**config.mk**
```make
export PLATFORM = sky130hd
export DESIGN_NAME = final_color_mixer_flat
export DESIGN_NICKNAME = d
export VERILOG_FILES = /design/src/rtl/final_color_mixer_if.sv /design/src/rtl/final_color_mixer.sv /design/src/flat_wrapper.sv
export SDC_FILE = /design/constraint.sdc
export NUM_CORES = 1
export LEC_CHECK = 0
export CAP_MARGIN = 20
export CORE_AREA = 10 10 63 65
export CTS_BUF_LIST = sky130_fd_sc_hd__clkbuf_16
export DETAILED_ROUTE_END_ITERATION = 10
export DIE_AREA = 0 0 73 75
export GPL_TIMING_DRIVEN = 0
export PLACE_DENSITY_LB_ADDON = 0.12
export SLEW_MARGIN = 0
export SYNTH_ARGS = -nofsm -noshare
export SYNTH_HDL_FRONTEND = slang
export SYNTH_SLANG_ARGS = --single-unit
export TNS_END_PERCENT = 20
```
**constraint.sdc**
```tcl
create_clock -name clk -period 2.7 [get_ports clk]
set_input_delay 0.54 -clock clk [delete_from_list [all_inputs] [get_ports clk]]
set_output_delay 0.54 -clock clk [all_outputs]
set_load 0.01 [all_outputs]
```
**src/rtl/final_color_mixer_if.sv**
```systemverilog
// rtl/final_color_mixer_if.sv - pixel bus between layer generators and the final colour mixer
// master drives position/layers/enable, slave returns the composited colour.
interface final_color_mixer_if #(
  parameter int N_LAYERS = 4,
  parameter int COLOR_W  = 3
);
  logic                        ce;
  logic [9:0]                  hPos;
  logic [9:0]                  vPos;
  logic [N_LAYERS*COLOR_W-1:0] layer_color;
  logic [COLOR_W-1:0]          color;
  logic                        visible;

  modport master (
    output ce, hPos, vPos, layer_color,
    input  color, visible
  );

  modport slave (
    input  ce, hPos, vPos, layer_color,
    output color, visible
  );
endinterface

```
**src/rtl/final_color_mixer.sv**
```systemverilog
// rtl/final_color_mixer.sv - two-stage priority compositor with blanking and frame-timed flash inversion
// Optional border overlay when FINAL_COLOR_BORDER_EN is defined.
module final_color_mixer #(
  parameter int N_LAYERS     = 4,
  parameter int COLOR_W      = 3,
  parameter int H_VISIBLE    = 640,
  parameter int V_VISIBLE    = 480,
  parameter int TRANSPARENT  = 7,
  parameter int BG_COLOR     = 0,
  parameter int BLANK_COLOR  = 7,
`ifdef FINAL_COLOR_BORDER_EN
  parameter int BORDER_W     = 2,
  parameter int BORDER_COLOR = 4,
`endif
  parameter int FLASH_FRAMES = 32,
  parameter int FLASH_PERIOD = 4
) (
  input  logic               clk,
  input  logic               rst_n,
  final_color_mixer_if.slave pix,
  input  logic               flash_req,
  output logic               flash_busy
);

  localparam logic [COLOR_W-1:0] TRANSP_C   = COLOR_W'(TRANSPARENT);
  localparam logic [COLOR_W-1:0] BG_C       = COLOR_W'(BG_COLOR);
  localparam logic [COLOR_W-1:0] BLANK_C    = COLOR_W'(BLANK_COLOR);
  localparam logic [9:0]         H_VIS_C    = 10'(H_VISIBLE);
  localparam logic [9:0]         V_VIS_C    = 10'(V_VISIBLE);
  localparam logic [7:0]         FRAMES_C   = 8'(FLASH_FRAMES);
  localparam logic [7:0]         PERIOD_C   = 8'(FLASH_PERIOD);
  localparam logic [7:0]         PHASE_MASK = 8'(FLASH_PERIOD * 2 - 1);
`ifdef FINAL_COLOR_BORDER_EN
  localparam logic [COLOR_W-1:0] BORDER_C   = COLOR_W'(BORDER_COLOR);
  localparam logic [9:0]         BW_C       = 10'(BORDER_W);
  localparam logic [9:0]         H_BEND_C   = 10'(H_VISIBLE - BORDER_W);
  localparam logic [9:0]         V_BEND_C   = 10'(V_VISIBLE - BORDER_W);
`endif

  typedef enum logic {IDLE, FLASH} flashStateT;

  flashStateT         state;
  logic [7:0]         frameCnt;
  logic [7:0]         phaseCnt;
  logic               visNext;
  logic [COLOR_W-1:0] selNext;
  logic               visS1;
  logic [COLOR_W-1:0] selS1;
  logic               frameStart;
  logic               invertActive;

  assign visNext      = (pix.hPos < H_VIS_C) && (pix.vPos < V_VIS_C);
  assign frameStart   = pix.ce && (pix.hPos == 10'd0) && (pix.vPos == 10'd0);
  assign invertActive = (state == FLASH) && (phaseCnt < PERIOD_C);

  // Walk from the lowest priority upward so the lowest opaque index is the one left standing.
  always_comb begin
    selNext = BG_C;
    for (int i = N_LAYERS - 1; i >= 0; i--) begin
      if (pix.layer_color[i*COLOR_W +: COLOR_W] != TRANSP_C)
        selNext = pix.layer_color[i*COLOR_W +: COLOR_W];
    end
`ifdef FINAL_COLOR_BORDER_EN
    if (visNext && (pix.hPos < BW_C || pix.hPos >= H_BEND_C ||
                    pix.vPos < BW_C || pix.vPos >= V_BEND_C))
      selNext = BORDER_C;
`endif
  end

  always_ff @(posedge clk or negedge rst_n) begin
    if (!rst_n) begin
      visS1       <= 1'b0;
      selS1       <= '0;
      pix.visible <= 1'b0;
      pix.color   <= BLANK_C;
    end else if (pix.ce) begin
      visS1       <= visNext;
      selS1       <= selNext;
      pix.visible <= visS1;
      pix.color   <= visS1 ? (invertActive ? ~selS1 : selS1) : BLANK_C;
    end
  end

  // A request always wins, including over the frame start that would end the flash.
  always_ff @(posedge clk or negedge rst_n) begin
    if (!rst_n) begin
      state      <= IDLE;
      frameCnt   <= 8'd0;
      phaseCnt   <= 8'd0;
      flash_busy <= 1'b0;
    end else if (flash_req) begin
      state      <= FLASH;
      frameCnt   <= FRAMES_C;
      phaseCnt   <= 8'd0;
      flash_busy <= 1'b1;
    end else if (state == FLASH && frameStart) begin
      frameCnt <= frameCnt - 8'd1;
      phaseCnt <= (phaseCnt + 8'd1) & PHASE_MASK;
      if (frameCnt == 8'd1) begin
        state      <= IDLE;
        flash_busy <= 1'b0;
      end
    end
  end

endmodule
```
**src/flat_wrapper.sv**
```systemverilog
// flat-port wrapper written by rule: the top's interface ports become plain ports
module final_color_mixer_flat 
#(
  parameter int N_LAYERS     = 4,
  parameter int COLOR_W      = 3,
  parameter int H_VISIBLE    = 640,
  parameter int V_VISIBLE    = 480,
  parameter int TRANSPARENT  = 7,
  parameter int BG_COLOR     = 0,
  parameter int BLANK_COLOR  = 7,

  parameter int FLASH_FRAMES = 32,
  parameter int FLASH_PERIOD = 4
)
  (clk, rst_n, flash_req, flash_busy, pix_ce, pix_hPos, pix_vPos, pix_layer_color, pix_color, pix_visible);
  final_color_mixer_if #(.N_LAYERS(N_LAYERS), .COLOR_W(COLOR_W)) pix_i ();
  input  logic clk;
  input  logic rst_n;
  input  logic flash_req;
  output logic flash_busy;
  input wire logic [$bits(pix_i.ce)-1:0] pix_ce;
  input wire logic [$bits(pix_i.hPos)-1:0] pix_hPos;
  input wire logic [$bits(pix_i.vPos)-1:0] pix_vPos;
  input wire logic [$bits(pix_i.layer_color)-1:0] pix_layer_color;
  output wire logic [$bits(pix_i.color)-1:0] pix_color;
  output wire logic [$bits(pix_i.visible)-1:0] pix_visible;
  assign pix_i.ce = pix_ce;
  assign pix_i.hPos = pix_hPos;
  assign pix_i.vPos = pix_vPos;
  assign pix_i.layer_color = pix_layer_color;
  assign pix_color = pix_i.color;
  assign pix_visible = pix_i.visible;
  final_color_mixer #(.N_LAYERS(N_LAYERS), .COLOR_W(COLOR_W), .H_VISIBLE(H_VISIBLE), .V_VISIBLE(V_VISIBLE), .TRANSPARENT(TRANSPARENT), .BG_COLOR(BG_COLOR), .BLANK_COLOR(BLANK_COLOR), .FLASH_FRAMES(FLASH_FRAMES), .FLASH_PERIOD(FLASH_PERIOD)) u_core (.clk(clk), .rst_n(rst_n), .pix(pix_i), .flash_req(flash_req), .flash_busy(flash_busy));
endmodule
```
==> key figures, run 1 <==
Routing
  – Drt total wl: 3110 um
  – Routed Antenna Nets: 0
  – Via count: around 1.1k
  – Wire length per cell: 15.4 um
  – Pre-antenna DRT Iters: 6
  – 1st-iter DRT viols: 97
  – Vias per cell: 5.54
  – DR DRC count: 0

Worst setup path
  – Max FO, Critical Path: 10
  – Worst Setup EP: u_core.frameCnt[6]
  – Worst R2R Path Depth: 4
  – Critical Path Start Type: input pin
  – Kind of critical path: in -> reg
  – Worst r2r src: u_core.frameCnt[5]
  – Setup slack, reg-to-reg: 0.73 ns
  – Crit end category: flip-flop
  – CP Launch Point: pix_vPos[7]
  – CP arrival: 2.38 ns
  – Req. time, crit path: between 2 and 3 ns
  – Reg2reg end: u_core.frameCnt[7]

CTS
  – Clk root buf: clkbuf_16
  – CTS clk-pin slew, worst paths: 0.06 ns
  – TritonCTS clock tree: yes
  – Clock Sinks: 20
  – # resized after CTS: 0
  – Clock Path Buffers: 2
  – H-tree depth: 1
  – Post-CTS Setup Inserts: 0
  – Post-CTS Hold Buffers: 0
  – Worst skew pair latency: 0.25 ns
  – Num CTS Buffers: 3

Global routing
  – Vias in the first global route: ~1.1k
  – Met1 Use GR: approximately 14%
  – Initial antenna violation count: 0
  – GR peak layer: met2
  – M2 GR Usage: 19.3%
  – Met3 usage: 3.29%
  – First-pass GRT wire length: 5200 um
  – Largest net degree at the start of global routing: 21
  – GRT Total Usage: 12.0%
  – GRT overflow: 0

Floorplan
  – IO Count: 41
  – Die area: 5480 um2
  – Starting Density: 43.9%
  – Num rows: 19
  – Die Wd: 73 um
  – Die Ht: 75 um
  – Area of the core: 2710 um2

STA
  – Final period util: 82.9%
  – Worst Skew: around 0.0080 ns
  – Endpoints failing hold: 0
  – Slew Viols, Final: 0
  – RSZ-0062 raised after global routing: false
  – Worst slew margin: 40.5%
  – Max Freq: ~0.45 GHz
  – Worst-Margin Slew: 0.889 ns
  – Final setup vio count: 0
  – Final setup TNS: 0 ns
  – Minimum clock period: 2.24 ns

Placed design
  – DP Cell Count: 198
  – Routability cong.: 0.788
  – I/O Buffers: 40
  – DP Wirelength: 2480 um

Synthesis
  – Main area contributors after synthesis: dfrtp_1 36%, dfstp_2 6.6%, mux2_2 6.6%, nor2b_1 4.7%, nor2_1 4.4%
  – Yosys reg bits: 20
  – Synth top area share: between 30% and 40%
  – Syn Area/Cell: roughly 9.4 um2
  – Mapped Cells: 127
  – Yosys warnings: 0
  – Synthesized Nets: 166
  – Sequential element share of the synthesized area: 42.4%
  – Synth unique cells: 32
  – Syn Std Cell Area: 1190 um2
  – Yosys top cell by area: dfrtp_1

Finish
  – Share of post-route cells with drive strength above 1: 11.7%
  – ANT cells: 0
  – Finished Core Util: 63.0%
  – Syn-to-layout area delta: 43.6%
  – Fin nets: between 200 and 250
  – Post-route insts no fill: 202

Run status
  – Status: complete, no violations

Pwr
  – VDD IR-drop max: 0.000310 V
  – Cell Pwr Density: 432 nW/um2
  – Leak: just under 0.0007 uW

Worst hold path
  – Hold Crit Start: u_core.pix.color[2]
  – Hold/Removal Path Class: reg -> reg
  – WHS Path Cells: 2

Flow run
  – Max cap viols: 0
[Yosys cell counts]
| cell type | instances |
|---|---|
| a211oi_1 | 2 |
| a21bo_2 | 2 |
| a21oi_1 | 4 |
| a31o_2 | 1 |
| a31oi_1 | 3 |
| buf_2 | 2 |
| clkbuf_1 | 3 |
| dfrtp_1 | 17 |
| dfstp_2 | 3 |
| ha_1 | 3 |
| inv_1 | 7 |
| mux2_2 | 7 |
| mux2i_1 | 2 |
| nand2_1 | 5 |
| nand2b_1 | 3 |
| nand3_1 | 3 |
| nand4_1 | 4 |
| nor2_1 | 14 |
| nor2b_1 | 9 |
| nor3_1 | 2 |
| nor3_2 | 1 |
| nor4_1 | 7 |
| nor4b_1 | 1 |
| o211ai_1 | 3 |
| o21ai_0 | 4 |
| o22ai_1 | 2 |
| o31ai_1 | 2 |
| o41ai_1 | 1 |
| or3_1 | 2 |
| or4_1 | 4 |
| or4_4 | 1 |
| xnor2_1 | 3 |
[how the worst min path moves through the flow]
| stage | end | slack, ns |
|---|---|---|
| after floorplan | u_core.flash_busy | 0.24 |
| after global placement | u_core.pix.color[2] | 0.48 |
| after detailed placement | u_core.pix.color[1] | 0.48 |
| after CTS | u_core.pix.color[2] | 0.49 |
| after global routing | u_core.pix.color[2] | 0.51 |
| final | u_core.pix.color[2] | 0.49 |
[per-layer routing]
metal	part of all wire, %	routed length [um]
met1	45	1390
met2	45	1410
met3	7.7	240
met4	1.9	60
met5	0	0
[power breakdown]
part,switching [uW],internal [uW]
logic,43.3,72.2
clock network,103,197
registers,8.21,314
total,154,583
[sequential cells by signal (all words and copies together) (netlist names)]
register / flops
u_core.pix.visible: 1
u_core.visS1: 1
u_core.frameCnt: 8
u_core.phaseCnt: 3
u_core.flash_busy: 1
u_core.selS1: 3
u_core.pix.color: 3
[worst max-delay path, stage by stage]
cell             delay [ns]
clkdlybuf4s50_1        0.42
nor4b_1                0.32
nand4_1                0.18
buf_2                  0.22
nor4_1                 0.32
mux2_2                 0.37
[kinds of logic (layout without fill, tap and decap cells)]
kind of cell,Yosys count,count (layout),share of synthesized area (%)
AND/OR/NAND/NOR,56,56,26.3
AO/OA/AOI/OAI,24,24,13.6
flip-flops,20,20,42.4
buffers and inverters,12,56,4.00
multiplexers,9,9,8.32
adder cells (fa/ha/maj),3,3,3.16
XOR/XNOR,3,3,2.21
[metrics by stage]
stage	total power, uW	cell area (um2)	hold slack [ns]	worst slack [ns]
2_1_floorplan	360	1190	0.244	0.817
3_3_place_gp	440	1630	0.479	0.234
3_5_place_dp	443	1630	0.479	0.193
4_1_cts	746	1710	0.492	0.448
5_1_grt	769	1710	0.510	0.227
6_report	737	1710	0.489	0.461
[cell type report]
cell class              instances  area, um2
well taps                      31       38.8
clock buffers                   3       75.1
plain buffers                   5       21.3
multi-input cells              95        637
clock inverters                 1       3.75
flip-flops and latches         20        504
fillers                       244       1000
repair buffers                 40        400
inverters                       7       26.3
[cell usage in the layout, fill, tap and decap left out, types with 5 or more instances in the layout]
cell type / count
clkdlybuf4s50_1: 40
dfrtp_1: 17
nor2_1: 14
nor2b_1: 9
inv_1: 8
nor4_1: 7
mux2_2: 7
nand2_1: 5
No activity file was read; power rests on OpenSTA's default activity.
==> inputs of run 2 (changes only) <==
- clock period: 2.7 -> 2.1 ns (I/O delays scaled with it)
==> run 2 against run 1 <==
Net effect: total power is 29% higher; flip-flop and latch count unchanged; sequential power is 29% higher; combinational power rose by 29%; clock power is 29% higher; clock-buffer cell count unchanged; die area is the same; clock skew rose by 0.0011 ns; sequential share of layout area is 0.94 points lower; critical path type is now reg -> reg; register-to-register slack got worse by 0.63 ns; via count is 2.2% higher; highest routed layer unchanged; utilization is 2.1 points higher.
==> key figures, run 2 (synthesis gave the netlist of run 1 again) <==
Run status
  – Status: complete, no violations

Global routing
  – First-pass GRT wire length: 5200 um
  – Initial antenna violation count: 0
  – GRT Total Usage: 12.0%
  – Largest net degree at the start of global routing: 21
  – Met3 usage: 3.29%
  – Met1 Use GR: approximately 14%
  – M2 GR Usage: 19.3%
  – Vias in the first global route: 1,105
  – GR peak layer: met2
  – GRT overflow: 0

Placed design
  – Routability cong.: 0.788
  – I/O Buffers: 40
  – DP Cell Count: 198
  – DP Wirelength: 2480 um
  – Pre-CTS WS: -0.287 ns

Flow run
  – Max cap viols: 0

CTS
  – Num CTS Buffers: 3
  – CTS clk-pin slew, worst paths: 0.06 ns
  – Clock Sinks: 20
  – TritonCTS clock tree: yes
  – Post-CTS Hold Buffers: 0
  – H-tree depth: 1
  – Clock Path Buffers: 2
  – Worst skew pair latency: 0.25 ns
  – Clk root buf: clkbuf_16

Worst setup path
  – Worst stage delay on the critical path: around 0.54 ns
  – CP Launch Point: u_core.frameCnt[2]
  – Worst r2r src: u_core.frameCnt[2]
  – Ordered list of cells on the worst path: or4_4 > or4_1 > nor3_2 > mux2_2
  – Top delay family on crit path: simple AND/OR/NAND/NOR gates
  – CP arrival: 2.14 ns
  – CP max-delay cell: or4_4
  – Crit end category: flip-flop
  – Req. time, crit path: 2.24 ns
  – Critical Path Start Type: flip-flop
  – Max FO, Critical Path: 6
  – Worst Path Buf+Inv: 0
  – Kind of critical path: reg -> reg

Finish
  – FF/Latch Area: 504 um2
  – Multi-input gate area: ~670 um2
  – Number of fill cells in the layout: 229
  – Commonest non-fill, non-tap cells in the layout: 39 x clkdlybuf4s50_1, 17 x dfrtp_1, 13 x nor2_1
  – Reg with most FFs: u_core.frameCnt
  – Share of post-route cells with drive strength above 1: approximately 14%
  – ANT cells: 0
  – Max FFs per register: 8
  – Commonest non-fill, non-tap cell in the layout: clkdlybuf4s50_1
  – Fin nets: 213
  – Syn-to-layout area delta: 48.3%
  – Post-route insts no fill: 204

STA
  – Final worst slack: about 0.1 ns
  – Final period util: a little over nine tenths
  – Worst Skew: 0.00911 ns
  – Worst-Margin Slew: 0.890 ns
  – Max Freq: between 0.5 and 0.6 GHz
  – Endpoints failing hold: 0
  – RSZ-0062 raised after global routing: false
  – Final setup TNS: 0 ns
  – Final setup vio count: 0
  – Worst slew margin: a little over 40%
  – Minimum clock period: 2.00 ns
  – Slew Viols, Final: 0

Floorplan
  – Starting Density: 43.9%
  – IO Count: 41
  – Die area: 5480 um2
  – Die Wd: 73 um
  – Die Ht: 75 um
  – Num rows: 19
  – Area of the core: 2710 um2

Pwr
  – P_sw: between 200 and 250 uW
  – Cell Pwr Density: 539 nW/um2
  – VDD IR-drop max: 0.000401 V
  – Sequential share of power: between 40% and 50%
  – Overall power: 950 uW
  – Comb pwr share: 15.8%
  – Switching Share: 21.1%
  – Clock power frac: 40.6%
  – Internal power: roughly 750 uW
  – Leak: 0.000703 uW

Routing
  – Routed Antenna Nets: 0
  – DR DRC count: 0
  – Drt total wl: between 3000 and 4000 um
  – Pre-antenna DRT Iters: 4
  – Via count: between 1k and 1.5k
  – Wire length per cell: 15.7 um
  – 1st-iter DRT viols: 69
  – Vias per cell: between 5 and 6

Worst hold path
  – Hold/Removal Path Class: reg -> reg
  – Hold Crit Start: u_core.pix.color[2]
run 2: area by class of cell:
class	count	share of cell area, %
clock buffer	3	4.26
sequential	20	28.6
multi-input combinational	95	38.0
timing repair buffer	42	23.7
clock inverter	1	0.213
tap	31	2.20
inverter	7	1.49
buffer	5	1.56
run 2: final timing paths:
| kind | depth (start not counted) | endpoint | slack, ns |
|---|---|---|---|
| max | 4 | u_core.frameCnt[7] | 0.10 |
| min | 2 | u_core.pix.color[2] | 0.49 |
| max reg2reg | 4 | u_core.frameCnt[7] | 0.10 |
| min reg2reg | 2 | u_core.pix.color[2] | 0.49 |
| max in group asynchronous | 1 | u_core.phaseCnt[2] | 0.88 |
| min in group asynchronous | 1 | u_core.flash_busy | 0.67 |
run 2: metrics by stage:
stage / util, % / instance area, um2 / hold WS (ns)
floorplan: - / 1190 / 0.124
detailed placement: 60.1 / 1630 / 0.479
global route: 65.1 / 1760 / 0.510
global placement: 60.1 / 1630 / 0.479
CTS: 63.0 / 1710 / 0.492
finish: 65.1 / 1760 / 0.489
run 2: routing by layer:
metal | routed length [um] | part of all wire [%]
met5 | 0 | 0
met4 | 60 | 1.9
met3 | 231 | 7.2
met2 | 1490 | 46
met1 | 1420 | 44
run 2: power groups by stage:
stage                     Clock (uW)  Combinational, uW  Sequential (uW)
after global routing             411                164              415
after CTS                        394                151              414
after global placement             0                147              419
after floorplan                    0               41.9              421
after detailed placement           0                150              419
final                            386                150              414
run 2: what timing repair did:
action,in CTS,in global routing
pin swaps,0,3
setup endpoints to repair,3,8
setup buffers,0,2
cloned,0,0
gates resized for setup,0,10
run 2: worst reg2reg max path, stage by stage (launching register included):
cell     delay (ns)
dfrtp_1        0.43
or4_4          0.54
or4_1          0.43
nor3_2         0.14
mux2_2         0.35
